### config.mk
export PLATFORM = sky130hd
export DESIGN_NAME = vga_mem_arbiter_flat
export DESIGN_NICKNAME = d
export VERILOG_FILES = /design/src/rtl/vga_mem_arbiter_pkg.sv /design/src/rtl/vga_mem_arbiter_if.sv /design/src/rtl/vga_fetch_addr.sv /design/src/rtl/vga_mem_arbiter.sv /design/src/flat_wrapper.sv
export SDC_FILE = /design/constraint.sdc
export NUM_CORES = 1
export LEC_CHECK = 0
export ABC_CLOCK_PERIOD_IN_PS = 3300
export BUFFER_PORTS_ARGS = -buffer_cell sky130_fd_sc_hd__buf_2
export CAP_MARGIN = 20
export CORE_ASPECT_RATIO = 0.75
export CORE_MARGIN = 3
export CORE_UTILIZATION = 30
export CTS_BUF_LIST = sky130_fd_sc_hd__clkbuf_4
export DETAILED_ROUTE_END_ITERATION = 10
export PLACE_DENSITY = 0.54
export SLEW_MARGIN = 5
export SYNTH_ARGS = -nofsm -noshare
export SYNTH_HDL_FRONTEND = slang
export SYNTH_HIERARCHICAL = 1
export SYNTH_SLANG_ARGS = --single-unit
### constraint.sdc
create_clock -name clk -period 3.3 [get_ports clk]
set_input_delay 0.66 -clock clk [delete_from_list [all_inputs] [get_ports clk]]
set_output_delay 0.66 -clock clk [all_outputs]
set_load 0.01 [all_outputs]
### src/rtl/vga_mem_arbiter_pkg.sv
// Shared definitions for the VGA framebuffer arbiter: default geometry,
// bus widths, FSM state type and the constant-coefficient line-base multiply.
package vga_pkg;

  localparam int H_PIX_DEF   = 360;
  localparam int V_LINES_DEF = 225;
  localparam int FB_AW       = 17;
  localparam int LB_AW       = 9;
  localparam int PIX_W       = 12;
  localparam int LY_W        = 8;

  typedef enum logic [1:0] {
    IDLE  = 2'd0,
    FETCH = 2'd1,
    DRAIN = 2'd2
  } arb_state_t;

  // y * hpix built as a sum of shifted copies of y, one per set bit of the
  // constant hpix; the full product fits FB_AW bits for any legal y.
  function automatic logic [FB_AW-1:0] line_base(input logic [LY_W-1:0] y,
                                                 input int unsigned hpix);
    logic [FB_AW-1:0] acc;
    logic [FB_AW-1:0] ext;
    acc = '0;
    ext = {{(FB_AW-LY_W){1'b0}}, y};
    for (int k = 0; k < FB_AW; k++) begin
      if (hpix[k]) acc = acc + (ext << k);
    end
    return acc;
  endfunction

endpackage

### src/rtl/vga_mem_arbiter_if.sv
// Bus bundle between the arbiter and its environment: timing generator
// request, drawing-side write port, framebuffer RAM and line-buffer port.
// With VGA_ARB_STATS_EN defined the bundle also carries stall_cnt.
interface vga_mem_arbiter_if;
  import vga_pkg::*;

  logic                 line_start;
  logic [LY_W-1:0]      line_y;
  logic                 wr_req;
  logic [FB_AW-1:0]     wr_addr;
  logic [PIX_W-1:0]     wr_data;
  logic                 wr_ack;
  logic                 mem_en;
  logic                 mem_we;
  logic [FB_AW-1:0]     mem_addr;
  logic [PIX_W-1:0]     mem_wdata;
  logic [PIX_W-1:0]     mem_rdata;
  logic                 lb_we;
  logic [LB_AW-1:0]     lb_addr;
  logic [PIX_W-1:0]     lb_data;
  logic                 fetch_done;
  logic                 err;
`ifdef VGA_ARB_STATS_EN
  logic [15:0]          stall_cnt;
`endif

  // Arbiter side
  modport master (
    input  line_start, line_y, wr_req, wr_addr, wr_data, mem_rdata,
    output wr_ack, mem_en, mem_we, mem_addr, mem_wdata,
           lb_we, lb_addr, lb_data, fetch_done, err
`ifdef VGA_ARB_STATS_EN
    , output stall_cnt
`endif
  );

  // Environment side
  modport slave (
    output line_start, line_y, wr_req, wr_addr, wr_data, mem_rdata,
    input  wr_ack, mem_en, mem_we, mem_addr, mem_wdata,
           lb_we, lb_addr, lb_data, fetch_done, err
`ifdef VGA_ARB_STATS_EN
    , input stall_cnt
`endif
  );

endinterface

### src/rtl/vga_fetch_addr.sv
// Line-fetch address generator: latches the line base, walks the pixel
// index, and delays the index by the RAM latency so the line-buffer write
// lines up with the returning read data.
module vga_fetch_addr
  import vga_pkg::*;
#(
  parameter int H_PIX   = H_PIX_DEF,
  parameter int MEM_LAT = 1
) (
  input  logic              clk,
  input  logic              rst_n,
  input  logic              load,
  input  logic [LY_W-1:0]   line_y,
  input  logic              advance,
  output logic [FB_AW-1:0]  mem_addr,
  output logic              rd_last,
  output logic              lb_vld,
  output logic [LB_AW-1:0]  lb_addr,
  output logic              lb_last
);

  logic [FB_AW-1:0]   base_p0;
  logic [LB_AW-1:0]   idx_p0;
  logic [MEM_LAT-1:0] vld_p1;
  logic [MEM_LAT-1:0] last_p1;
  logic [LB_AW-1:0]   idx_p1 [MEM_LAT];

  // Latch the line base address when a fetch is accepted
  always_ff @(posedge clk) begin
    if (load) base_p0 <= line_base(line_y, H_PIX);
  end

  // Pixel index within the line, restarted on every accepted fetch
  always_ff @(posedge clk or negedge rst_n) begin
    if (!rst_n) idx_p0 <= '0;
    else if (load) idx_p0 <= '0;
    else if (advance) idx_p0 <= idx_p0 + 1'b1;
  end

  assign mem_addr = base_p0 + {{(FB_AW-LB_AW){1'b0}}, idx_p0};
  assign rd_last  = (idx_p0 == LB_AW'(H_PIX - 1));

  // ---- read issue -> read data return (MEM_LAT cycles) ----
  // Control side of the latency pipe; cleared on reset so an aborted fetch
  // produces no further line-buffer writes
  always_ff @(posedge clk or negedge rst_n) begin
    if (!rst_n) begin
      vld_p1  <= '0;
      last_p1 <= '0;
    end else begin
      vld_p1[0]  <= advance;
      last_p1[0] <= advance & rd_last;
      for (int k = 1; k < MEM_LAT; k++) begin
        vld_p1[k]  <= vld_p1[k-1];
        last_p1[k] <= last_p1[k-1];
      end
    end
  end

  // Data side of the latency pipe: the line-buffer index
  always_ff @(posedge clk) begin
    idx_p1[0] <= idx_p0;
    for (int k = 1; k < MEM_LAT; k++) idx_p1[k] <= idx_p1[k-1];
  end

  assign lb_vld  = vld_p1[MEM_LAT-1];
  assign lb_addr = idx_p1[MEM_LAT-1];
  assign lb_last = last_p1[MEM_LAT-1];

endmodule

### src/rtl/vga_mem_arbiter.sv
// Single-port framebuffer arbiter. Line fetches for the display have strict
// priority over drawing-side writes; writes are acked combinationally when
// the arbiter is idle. Optional feature macro: VGA_ARB_STATS_EN adds a
// saturating stall counter (stall_cnt) on the bus interface.
module vga_mem_arbiter
  import vga_pkg::*;
#(
  parameter int H_PIX   = H_PIX_DEF,
  parameter int V_LINES = V_LINES_DEF,
  parameter int MEM_LAT = 1
) (
  input  logic              clk,
  input  logic              rst_n,
  vga_mem_arbiter_if.master bus
);

  localparam logic [FB_AW-1:0] FB_WORDS = FB_AW'(H_PIX * V_LINES);
  localparam logic [LY_W:0]    V_LIM    = (LY_W+1)'(V_LINES);

  arb_state_t        state, state_nxt;
  logic              load, advance, wr_ack_c, err_set;
  logic              y_ok, wr_ok, wr_go;
  logic              err_q;
  logic [FB_AW-1:0]  fetch_addr;
  logic              rd_last, lb_vld, lb_last;
  logic [LB_AW-1:0]  lb_idx;

  assign y_ok  = ({1'b0, bus.line_y} < V_LIM);
  assign wr_ok = (bus.wr_addr < FB_WORDS);

  vga_fetch_addr #(
    .H_PIX   (H_PIX),
    .MEM_LAT (MEM_LAT)
  ) u_fetch_addr (
    .clk      (clk),
    .rst_n    (rst_n),
    .load     (load),
    .line_y   (bus.line_y),
    .advance  (advance),
    .mem_addr (fetch_addr),
    .rd_last  (rd_last),
    .lb_vld   (lb_vld),
    .lb_addr  (lb_idx),
    .lb_last  (lb_last)
  );

  // FSM state register
  always_ff @(posedge clk or negedge rst_n) begin
    if (!rst_n) state <= IDLE;
    else state <= state_nxt;
  end

  // Next state, fetch control, write grant and error detection
  always_comb begin
    state_nxt = state;
    load      = 1'b0;
    advance   = 1'b0;
    wr_ack_c  = 1'b0;
    err_set   = 1'b0;
    case (state)
      IDLE: begin
        if (bus.line_start) begin
          if (y_ok) begin
            load      = 1'b1;
            state_nxt = FETCH;
          end else begin
            err_set = 1'b1;
          end
        end else if (bus.wr_req) begin
          wr_ack_c = 1'b1;
          err_set  = ~wr_ok;
        end
      end
      FETCH: begin
        advance = 1'b1;
        err_set = bus.line_start;
        if (rd_last) state_nxt = DRAIN;
      end
      DRAIN: begin
        err_set = bus.line_start;
        if (lb_last) state_nxt = IDLE;
      end
      default: state_nxt = IDLE;
    endcase
  end

  // Sticky error flag, cleared only by reset
  always_ff @(posedge clk or negedge rst_n) begin
    if (!rst_n) err_q <= 1'b0;
    else if (err_set) err_q <= 1'b1;
  end

  // The ack is forced low during reset because IDLE is the reset state
  assign wr_go          = wr_ack_c & wr_ok & rst_n;
  assign bus.wr_ack     = wr_ack_c & rst_n;
  assign bus.mem_en     = advance | wr_go;
  assign bus.mem_we     = wr_go;
  assign bus.mem_addr   = advance ? fetch_addr : (wr_go ? bus.wr_addr : '0);
  assign bus.mem_wdata  = wr_go ? bus.wr_data : '0;
  assign bus.lb_we      = lb_vld;
  assign bus.lb_addr    = lb_vld ? lb_idx : '0;
  assign bus.lb_data    = lb_vld ? bus.mem_rdata : '0;
  assign bus.fetch_done = lb_last;
  assign bus.err        = err_q;

`ifdef VGA_ARB_STATS_EN
  logic [15:0] stall_q;

  // Count cycles where the drawing side is held off, saturating at all-ones
  always_ff @(posedge clk or negedge rst_n) begin
    if (!rst_n) stall_q <= '0;
    else if (bus.wr_req && !wr_ack_c && (stall_q != 16'hFFFF)) stall_q <= stall_q + 16'd1;
  end

  assign bus.stall_cnt = stall_q;
`endif

endmodule
### src/flat_wrapper.sv
// flat-port wrapper written by rule: the top's interface ports become plain ports
module vga_mem_arbiter_flat import vga_pkg::*;
#(
  parameter int H_PIX   = H_PIX_DEF,
  parameter int V_LINES = V_LINES_DEF,
  parameter int MEM_LAT = 1
)
  (clk, rst_n, bus_line_start, bus_line_y, bus_wr_req, bus_wr_addr, bus_wr_data, bus_mem_rdata, bus_wr_ack, bus_mem_en, bus_mem_we, bus_mem_addr, bus_mem_wdata, bus_lb_we, bus_lb_addr, bus_lb_data, bus_fetch_done, bus_err);
  vga_mem_arbiter_if bus_i ();
  input  logic clk;
  input  logic rst_n;
  input wire logic [$bits(bus_i.line_start)-1:0] bus_line_start;
  input wire logic [$bits(bus_i.line_y)-1:0] bus_line_y;
  input wire logic [$bits(bus_i.wr_req)-1:0] bus_wr_req;
  input wire logic [$bits(bus_i.wr_addr)-1:0] bus_wr_addr;
  input wire logic [$bits(bus_i.wr_data)-1:0] bus_wr_data;
  input wire logic [$bits(bus_i.mem_rdata)-1:0] bus_mem_rdata;
  output wire logic [$bits(bus_i.wr_ack)-1:0] bus_wr_ack;
  output wire logic [$bits(bus_i.mem_en)-1:0] bus_mem_en;
  output wire logic [$bits(bus_i.mem_we)-1:0] bus_mem_we;
  output wire logic [$bits(bus_i.mem_addr)-1:0] bus_mem_addr;
  output wire logic [$bits(bus_i.mem_wdata)-1:0] bus_mem_wdata;
  output wire logic [$bits(bus_i.lb_we)-1:0] bus_lb_we;
  output wire logic [$bits(bus_i.lb_addr)-1:0] bus_lb_addr;
  output wire logic [$bits(bus_i.lb_data)-1:0] bus_lb_data;
  output wire logic [$bits(bus_i.fetch_done)-1:0] bus_fetch_done;
  output wire logic [$bits(bus_i.err)-1:0] bus_err;
  assign bus_i.line_start = bus_line_start;
  assign bus_i.line_y = bus_line_y;
  assign bus_i.wr_req = bus_wr_req;
  assign bus_i.wr_addr = bus_wr_addr;
  assign bus_i.wr_data = bus_wr_data;
  assign bus_i.mem_rdata = bus_mem_rdata;
  assign bus_wr_ack = bus_i.wr_ack;
  assign bus_mem_en = bus_i.mem_en;
  assign bus_mem_we = bus_i.mem_we;
  assign bus_mem_addr = bus_i.mem_addr;
  assign bus_mem_wdata = bus_i.mem_wdata;
  assign bus_lb_we = bus_i.lb_we;
  assign bus_lb_addr = bus_i.lb_addr;
  assign bus_lb_data = bus_i.lb_data;
  assign bus_fetch_done = bus_i.fetch_done;
  assign bus_err = bus_i.err;
  vga_mem_arbiter #(.H_PIX(H_PIX), .V_LINES(V_LINES), .MEM_LAT(MEM_LAT)) u_core (.clk(clk), .rst_n(rst_n), .bus(bus_i));
endmodule
### After elaboration in Yosys (flattened, before gate mapping)

Memory sizes are Yosys's and may differ from the RTL's.
Index checks and enable logic that the tools add are counted.

| word-level totals | value |
|---|---|
| bits in registers | 31 |
| latch bits | 0 |
| bits in writable memories | 9 |
| ROM bits | 0 |
| input port bits | 53 |
| output and inout port bits | 56 |
| word-level logic and storage cells | 57 |
| memories kept | 1 |

| cells by class | value |
|---|---|
| $add $sub $neg | 5 |
| $mul | 0 |
| divide/modulo/power cells | 0 |
| $lt $le $gt $ge | 2 |
| equality and inequality tests | 7 |
| shifts and indexed selects | 0 |
| muxes and demuxes | 26 |
| bitwise operators | 6 |
| reductions and logical operators | 4 |

Memory list:

| memory | depth | bits a word | rd ports | clocked after memory_dff | write ports | line | RTL |
|---|---|---|---|---|---|---|---|
| u_core.u_fetch_addr.idx_p1 | 1 | 9 | 1 | 0 | 1 | vga_fetch_addr.sv:26 | `logic [LB_AW-1:0] idx_p1 [MEM_LAT];` |

Operator list:

| operator | number |
|---|---|
| 17-bit two-way mux | 5 |
| 9-bit two-way mux | 3 |
| 12-bit two-way mux | 2 |
| 17-bit by 13-bit adder with 17-bit output | 1 |
| 17-bit by 14-bit adder with 17-bit output | 1 |
| 17-bit by 16-bit adder with 17-bit output | 1 |
| 17-bit by 9-bit adder with 17-bit output | 1 |
| 17-bit less-than comparator (second input constant) | 1 |
| 1-bit two-way mux | 10 |
| 9-bit by 1-bit adder with 9-bit output (second input constant) | 1 |
| 9-bit == test (second input constant) | 1 |
| 8-bit less-than comparator (second input constant) | 1 |
| 2-bit two-way mux | 4 |
| 2-bit != test (second input constant) | 3 |
| 2-bit one-hot mux with 3 select lines | 1 |
| 1-bit bitwise AND | 4 |
| 4-bit AND reduction | 1 |
| 2-bit by 1-bit == test with 1-bit output (second input constant) | 1 |
| 2-bit == test (second input constant) | 1 |
| 2-bit logical NOT | 1 |
| 2-bit by 1-bit != test with 1-bit output (second input constant) | 1 |
| 1-bit one-hot mux with 2 select lines | 1 |
| 2-bit nonzero test | 1 |
| 2-bit OR reduction | 1 |
| other kinds (2) | 2 |

### Logic depth before layout (Yosys ltp)

Gate-level depths: netlist of run 1.

| logic depth | value |
|---|---|
| depth after elaboration | 10 |
| depth in mapped cells | 19 |
| mapped depth without buffers | 19 |

### Hierarchy

The synthesis of run 1 kept the hierarchy.

By module, submodules not included:

| module | times used | cells an instance | area an instance (um2) | seq. area each (um2) |
|---|---|---|---|---|
| vga_fetch_addr | 1 | 244 | 2,421.1 | 875.8 |
| vga_mem_arbiter | 1 | 115 | 849.6 | 75.1 |

### Worst setup path before layout of run 1

Ideal clock, no wire load.

| path | value |
|---|---|
| path kind | input -> register |
| from | input port bus_line_y[0] |
| to | register u_core.u_fetch_addr.base_p0[14], data pin |
| library setup time | 0.264 ns |
| data arrival time | 3.776 ns |
| data required time | 3.036 ns |
| setup slack | -0.740 ns |
| stages | 17 |
| buffers on the path | 0 |
| cell sequence | ha_1 > inv_1 > fa_1 > nor2b_1 > o21ai_0 > a21boi_2 > nor2_1 > ha_1 > a21oi_1 > o21ai_0 > a2111oi_0 > nor3_1 > xor2_1 > ha_1 > o21a_1 > a221oi_1 > xnor2_1 |

| on the way | value |
|---|---|
| longest elaborated chain between the ends | 6 |

Ends and longest elaborated chain:

| what | line | RTL |
|---|---|---|
| from (decl) | flat_wrapper.sv:13 | `input wire logic [$bits(bus_i.line_y)-1:0] bus_line_y;` |
| 17-bit two-way mux | vga_fetch_addr.sv:30 | `if (load) base_p0 <= line_base(line_y, H_PIX);` |
| 17-bit by 13-bit adder with 17-bit output | vga_mem_arbiter_pkg.sv:27 | `if (hpix[k]) acc = acc + (ext << k);` |
| 17-bit two-way mux | vga_fetch_addr.sv:30 |  |
| 17-bit by 14-bit adder with 17-bit output | vga_mem_arbiter_pkg.sv:27 |  |
| 17-bit two-way mux | vga_fetch_addr.sv:30 |  |
| 17-bit by 16-bit adder with 17-bit output (*) | vga_mem_arbiter_pkg.sv:27 |  |
| to (signal assigned) | vga_fetch_addr.sv:30 |  |
| to (decl) | vga_fetch_addr.sv:22 | `logic [FB_AW-1:0] base_p0;` |

Mark *: on every way between the ends. The rest lies on a longest branch, timed or not. The select of a mux whose other input is x is not followed.
A chain may end at the register's enable or synchronous reset.

### Final worst setup path of run 1

| path | value |
|---|---|
| from | input port bus_line_y[0] |
| to | register u_core.u_fetch_addr.base_p0[15], data pin |

The elaborated chain is that of the path after synthesis.

==> results of run 1 <==
[through the flow]
step           std cells  total power [mW]  hold slack, ns  setup TNS [ns]
6_report             654              1.66           0.306           -1.36
5_1_grt              654              1.76           0.301           -2.30
4_1_cts              652              1.59           0.306           -1.02
3_5_place_dp         636              1.13           0.458           -4.42
3_3_place_gp         636              1.12           0.454           -3.86
2_1_floorplan        359             0.877           0.364           -1.38
[final timing paths]
| check | to | slack [ns] | cells after the start |
|---|---|---|---|
| worst min register to register | u_core/u_fetch_addr/idx_p1[0][7] | 0.48 | 0 |
| min in group clk | u_core/u_fetch_addr/idx_p1[0][7] | 0.48 | 0 |
| max in group asynchronous | u_core/u_fetch_addr/idx_p0[5] | 2.80 | 2 |
| worst min-delay path | u_core/u_fetch_addr/idx_p0[4] | 0.31 | 2 |
| worst max-delay path | u_core/u_fetch_addr/base_p0[15] | -0.41 | 18 |
| worst max register to register | u_core/state[0] | 1.04 | 6 |
[synth_stat cells, drive strengths merged (2+ instances only)]
cell	number
a31o	17
nand3	5
clkbuf	5
or3	2
and2b	2
nand2	13
nand4	6
buf	9
nor4	3
and2	51
nor3	11
nor2b	4
inv	24
mux2i	3
ha	34
o21ai	15
and3	2
o21a	5
dfrtp	14
a221oi	2
xor2	5
nor2	27
a21o	4
dfxtp	9
xnor2	27
or4	2
o211ai	4
edfxtp	14
fa	4
a211oi	7
a21oi	13
[layout make-up]
cell class | count | area share
clock buffers | 6 | 0.00945
clock inverters | 2 | 0.00814
inverters | 24 | 0.0189
multi-input cells | 284 | 0.515
flip-flops and latches | 37 | 0.200
well taps | 136 | 0.0357
repair buffers | 165 | 0.213
[power groups by stage]
stage / Sequential, mW / Clock, mW / Combinational, mW
finish: 0.503 / 0.327 / 0.829
global route: 0.503 / 0.350 / 0.908
CTS: 0.503 / 0.336 / 0.750
detailed placement: 0.512 / 0 / 0.618
global placement: 0.512 / 0 / 0.605
floorplan: 0.513 / 0 / 0.365
[timing repair]
action / CTS / global route
endpoints found under the setup margin: 10 / 14
gates cloned: 0 / 0
buffers inserted: 8 / 2
pin swaps: 23 / 25
hold endpoints to repair: 0 / 0
hold buffers: 0 / 0
resized for setup: 42 / 28
[state kept, by name, summed over array words and instances, names as in the netlist]
signal and count:
u_core/bus.err 1, u_core/state 2, u_core/u_fetch_addr/base_p0 14, u_core/u_fetch_addr/idx_p0 9
u_core/u_fetch_addr/idx_p1 9, u_core/u_fetch_addr/lb_last 1, u_core/u_fetch_addr/lb_vld 1
[layer usage]
metal / vias to the layer above / track usage
met2: 103 / 0.223
met1: 1447 / 0.189
met3: 5 / 0.0258
met4: 0 / 0.0375
li1: 1588 / -
met5: - / 0
[kinds of logic after synthesis]
group	synth area share
and+or+nand+nor	0.223
AOI/OAI and AO/OA	0.177
buffers and inverters	0.0551
adders and majority gates	0.155
DFF	0.291
xor gates and xnor gates	0.0857
muxes	0.0138
==> summary.txt, run 1 <==
Status
  • Status: finished with violations
  • Violated checks: negative setup slack

STA
  • Final Hold Viols: 0
  • Final worst path period need: 3.71 ns
  • Slew HR: 0.565
  • Worst Clk Skew: 0.0114 ns
  • RSZ-0062 raised after global routing: yes
  • Least-Margin Pin Slew: 0.651 ns
  • Max Slew Vio Count: 0
  • Fmax: 0.269 GHz
  • Setup ws final: -0.413 ns
  • Final setup violation count: 6
  • Period utilization: 1.13

Yosys
  • Post-synth ARST share: 0.378
  • Gate Count Post-Synth: 359
  • Synth area leaders: ha_1 (13%), edfxtp_1 (13%), dfrtp_1 (11%)
  • Synthesized area per cell: 9.11 sq um
  • Net Count, Synth: 450
  • Area leader, netlist: ha_1
  • Top cell type's share of synthesized area: 0.130
  • Netlist cell types: 59
  • Post-Syn Area: 0.00327 sq mm
  • Synth Warn #: 6
  • Post-synth EDFFs: 14
  • Yosys reg bits: 37
  • Register area share after synthesis: 0.291
  • Synth Flop Type: edfxtp_1

Clock network
  • CTS clk-pin slew, worst paths: 0.13 ns
  • Clk root buf: clkbuf_4
  • Clock tree buffer depth: 2
  • H-tree depth: 2
  • Total CTS buffers: 5
  • Clock latency on the worst-skew pair: 0.35 ns
  • CTS Sinks: 37
  • CTS tree: done

Pwr
  • Flop pwr share: 0.303
  • Leak: 2.25 nW
  • Worst vdd ir: 0.172 mV
  • Clock power share: 0.197
  • Power per Cell Area: 348 mW/mm^2
  • Internal power: 1.13 mW
  • Net Sw Power: 0.529 mW
  • Switching share of power: 0.319
  • Logic pwr share: 0.500

Floorplanning
  • Number of top-level pins: 109
  • Initial core utilization: 0.313
  • Die Area: 0.0122 sq mm
  • Die width: 127 um
  • Die height: 96.4 um
  • Core area: 0.0105 sq mm
  • Row count: 32

Placement
  • IO Port Bufs: 108
  • Placed cell area: 0.00430 sq mm
  • Detailed placer's ending HPWL: 6860 um
  • Placer congestion estimate: 0.813
  • Setup WS pre-CTS: -0.795 ns

Critical path
  • Critical Path Sink Type: flip-flop
  • FF-to-FF Start: u_core/u_fetch_addr/idx_p0[0]
  • Crit path buf inv count: 3
  • Startpoint types: input pin
  • Critical-path cell list: buf_8 -> ha_4 -> inv_2 -> fa_2 -> nor2b_2 -> o21ai_2 -> a21boi_2 -> buf_4 -> mux2i_2 -> nand2_2 -> ha_4 -> a21o_1 -> a31oi_4 -> o21ai_2 -> ha_2 -> or4_4 -> o221ai_2 -> xnor2_1
  • Worst Setup Path Type: in2reg
  • Highest cell delay on the worst timing path: 0.53 ns
  • Req. time, crit path: 3.40 ns
  • CP top delay family: compound AO/OA/AOI/OAI gates
  • Critical path origin: bus_line_y[0]
  • Critical Path AT: 3.81 ns
  • Critical Path Fanout Max: 3
  • CP max-delay cell: or4_4

Route
  • WL final: 8850 um
  • Final ANT Viol Nets: 0
  • Vias/cell: 4.81
  • Vias post-DR: 3143
  • Met2 wire length: 3920 um
  • M1 wire length: 4230 um
  • Routed wire per std cell: 13.5 um
  • Met3 routed WL: 630 um
  • DRT Pass-1 Iters: 4
  • Top Metal Used: met4
  • Remaining DRCs: 0
  • DRT iter0 DRCs: 107

Global routing
  • Total track usage: 0.137
  • Initial antenna violation count: 0
  • First-pass GRT wire length: 13900 um
  • Largest net degree at the start of global routing: 32
  • GRT overflow: 0
  • Vias in the first global route: 2931

Finish
  • Most common cell after layout, fill and taps aside: buf_2
  • ANT cells: 0
  • Filler cells: 980
  • Post-route cell area: 0.00476 sq mm
  • Final core occ: 0.456
  • Most frequent cells in the layout: buf_2 (105), buf_4 (52), and2_1 (51)
  • Register area: 953 sq um
  • Ratio of cells with drive above 1 in the final layout: 0.463
  • Nets@finish: 608
  • Area Growth Syn to Fin: 45.7%
  • Footprint of the multi-input gates: 0.00245 sq mm

Flow run
  • Maxcap violations: 0

Min path
  • HP Class: in2async
Power figures use the tool's default switching activity.
==> inputs of run 2 (changes only) <==
Settings changed: ABC_CLOCK_PERIOD_IN_PS 3300 to 3700, SETUP_SLACK_MARGIN set to 0.3.
Clock period 3.3 ns to 3.7 ns, I/O delays scaled along.
==> run 2 against run 1 <==
  * The flow still finishes with violations (negative setup slack)
  * Total power shrank 15%
  * Register-to-register slack better by 0.47 ns
  * Combinational power shrank 11%
  * Die area stayed put
  * First-iteration DRC count shrank 21%
  * Wire length up 1.5%
  * Sequential power decreased by 11%
  * Setup slack improved by 0.37 ns
  * Critical path type unchanged
==> summary.txt, run 2 (synthesis results as in run 1) <==
Route
  • Remaining DRCs: 0
  • Vias/cell: 4.81
  • DRT Pass-1 Iters: 4
  • Routed wire per std cell: 13.7 um
  • WL final: 8990 um
  • Final ANT Viol Nets: 0
  • Vias post-DR: 3149
  • DRT iter0 DRCs: 85

STA
  • RSZ-0062 raised after global routing: yes
  • Worst Clk Skew: 0.0142 ns
  • Final setup violation count: 1
  • Max Slew Vio Count: 0
  • Slew HR: 0.569
  • Setup ws final: -0.0449 ns
  • Fmax: 0.267 GHz
  • Least-Margin Pin Slew: 0.645 ns
  • Period utilization: 1.01
  • Final worst path period need: 3.74 ns
  • Final Hold Viols: 0

Pwr
  • Leak: 2.26 nW
  • Worst vdd ir: 0.126 mV
  • Power per Cell Area: 296 mW/mm^2
  • Total Power: 1.40 mW

Floorplanning
  • Number of top-level pins: 109
  • Die height: 96.4 um
  • Die Area: 0.0122 sq mm
  • Initial core utilization: 0.313
  • Die width: 127 um
  • Core area: 0.0105 sq mm
  • Row count: 32

Placement
  • Placer congestion estimate: 0.793
  • Setup WS pre-CTS: -0.481 ns
  • IO Port Bufs: 108
  • Placed cell area: 0.00429 sq mm
  • Detailed placer's ending HPWL: 6960 um
  • Post-placement cell count: 635

Clock network
  • Total CTS buffers: 5
  • Hold buffer count at CTS: 0
  • CTS Sinks: 37
  • H-tree depth: 2
  • Clock tree buffer depth: 2
  • Clock latency on the worst-skew pair: 0.35 ns
  • Clk root buf: clkbuf_4
  • CTS clk-pin slew, worst paths: 0.13 ns
  • CTS tree: done

Finish
  • Most frequent cells in the layout: buf_2 (106), buf_4 (52), and2_1 (51)
  • Nets@finish: 609
  • Top Registers: u_core/u_fetch_addr/base_p0 x14, u_core/u_fetch_addr/idx_p0 x9, u_core/u_fetch_addr/idx_p1 x9
  • Filler cells: 997
  • Largest register FFs: 14
  • ANT cells: 0
  • Most common cell after layout, fill and taps aside: buf_2
  • Area Growth Syn to Fin: 44.8%
  • Reg with most FFs: u_core/u_fetch_addr/base_p0
  • Final instance count without filler cells: 655
  • Ratio of cells with drive above 1 in the final layout: 0.461
  • Post-route cell area: 0.00473 sq mm

Critical path
  • CP top delay family: adder cells
  • Critical Path Sink Type: flip-flop
  • FF-to-FF setup slack: 1.51 ns
  • Worst Setup Path Type: in2reg
  • Highest cell delay on the worst timing path: 0.50 ns
  • Req. time, crit path: 3.81 ns
  • Startpoint types: input pin
  • Crit path buf inv count: 3
  • Critical Path Fanout Max: 2
  • CP max-delay cell: or4_4
  • Critical Path AT: 3.85 ns
  • Critical-path cell list: buf_8 -> ha_4 -> inv_2 -> fa_2 -> nor2b_2 -> o21ai_2 -> a21boi_2 -> buf_4 -> mux2i_1 -> nand2_2 -> ha_4 -> a21o_1 -> a31oi_4 -> xnor2_1 -> ha_1 -> or4_4 -> o221ai_2 -> xnor2_1

Global routing
  • Largest net degree at the start of global routing: 32
  • GRT overflow: 0
  • Initial antenna violation count: 0
  • Vias in the first global route: 2977
  • First-pass GRT wire length: 14300 um
  • Total track usage: 0.142

Flow run
  • Maxcap violations: 0

Min path
  • HP Class: in2async

Status
  • Violated checks: negative setup slack
  • Status: finished with violations
[run 2: stage by stage]
step	hold WS, ns	TNS (ns)	util
2_1_floorplan	0.409	-0.295	-
3_3_place_gp	0.452	-1.48	0.410
3_5_place_dp	0.448	-1.84	0.410
4_1_cts	0.379	0	0.435
5_1_grt	0.373	-0.299	0.453
6_report	0.387	-0.0449	0.453
[run 2: final cells by class]
type	count	area, sq um	area share
sequential	37	952	0.201
clock buffer	5	37.5	0.00793
tap	136	170	0.0359
multi-input combinational	284	2450	0.517
timing repair buffer	166	1020	0.215
clock inverter	3	20.0	0.00423
inverter	24	90.1	0.0190
[run 2: final timing paths]
path                                          startpoint                                to  depth (start not counted)
setup reg to reg           u_core/u_fetch_addr/idx_p0[0]                   u_core/state[0]                          6
min in group clk           u_core/u_fetch_addr/idx_p0[3]  u_core/u_fetch_addr/idx_p1[0][3]                          0
setup / recovery                           bus_line_y[0]   u_core/u_fetch_addr/base_p0[15]                         18
hold reg to reg            u_core/u_fetch_addr/idx_p0[3]  u_core/u_fetch_addr/idx_p1[0][3]                          0
max in group asynchronous                          rst_n     u_core/u_fetch_addr/idx_p0[3]                          2
hold / removal                                     rst_n     u_core/u_fetch_addr/idx_p0[2]                          2
[run 2: layer usage]
layer	up-vias	track usage	part of all wire
li1	1589	-	-
met1	1443	0.192	0.46
met2	109	0.232	0.45
met3	8	0.0291	0.075
met4	0	0.0429	0.011
met5	-	0	0
[run 2: report_power, final]
group          internal, mW  total, mW  switching (mW)  leakage [nW]
clock network        0.0758      0.216           0.140        0.0359
registers             0.448      0.448               0         0.356
logic                 0.407      0.739           0.332          1.86
total                 0.931       1.40           0.472          2.26
[run 2: repair_timing]
| item | CTS | global route |
|---|---|---|
| setup buffers | 7 | 5 |
| gates resized for setup | 36 | 31 |
| pin swaps | 21 | 15 |
| setup endpoints to repair | 9 | 11 |
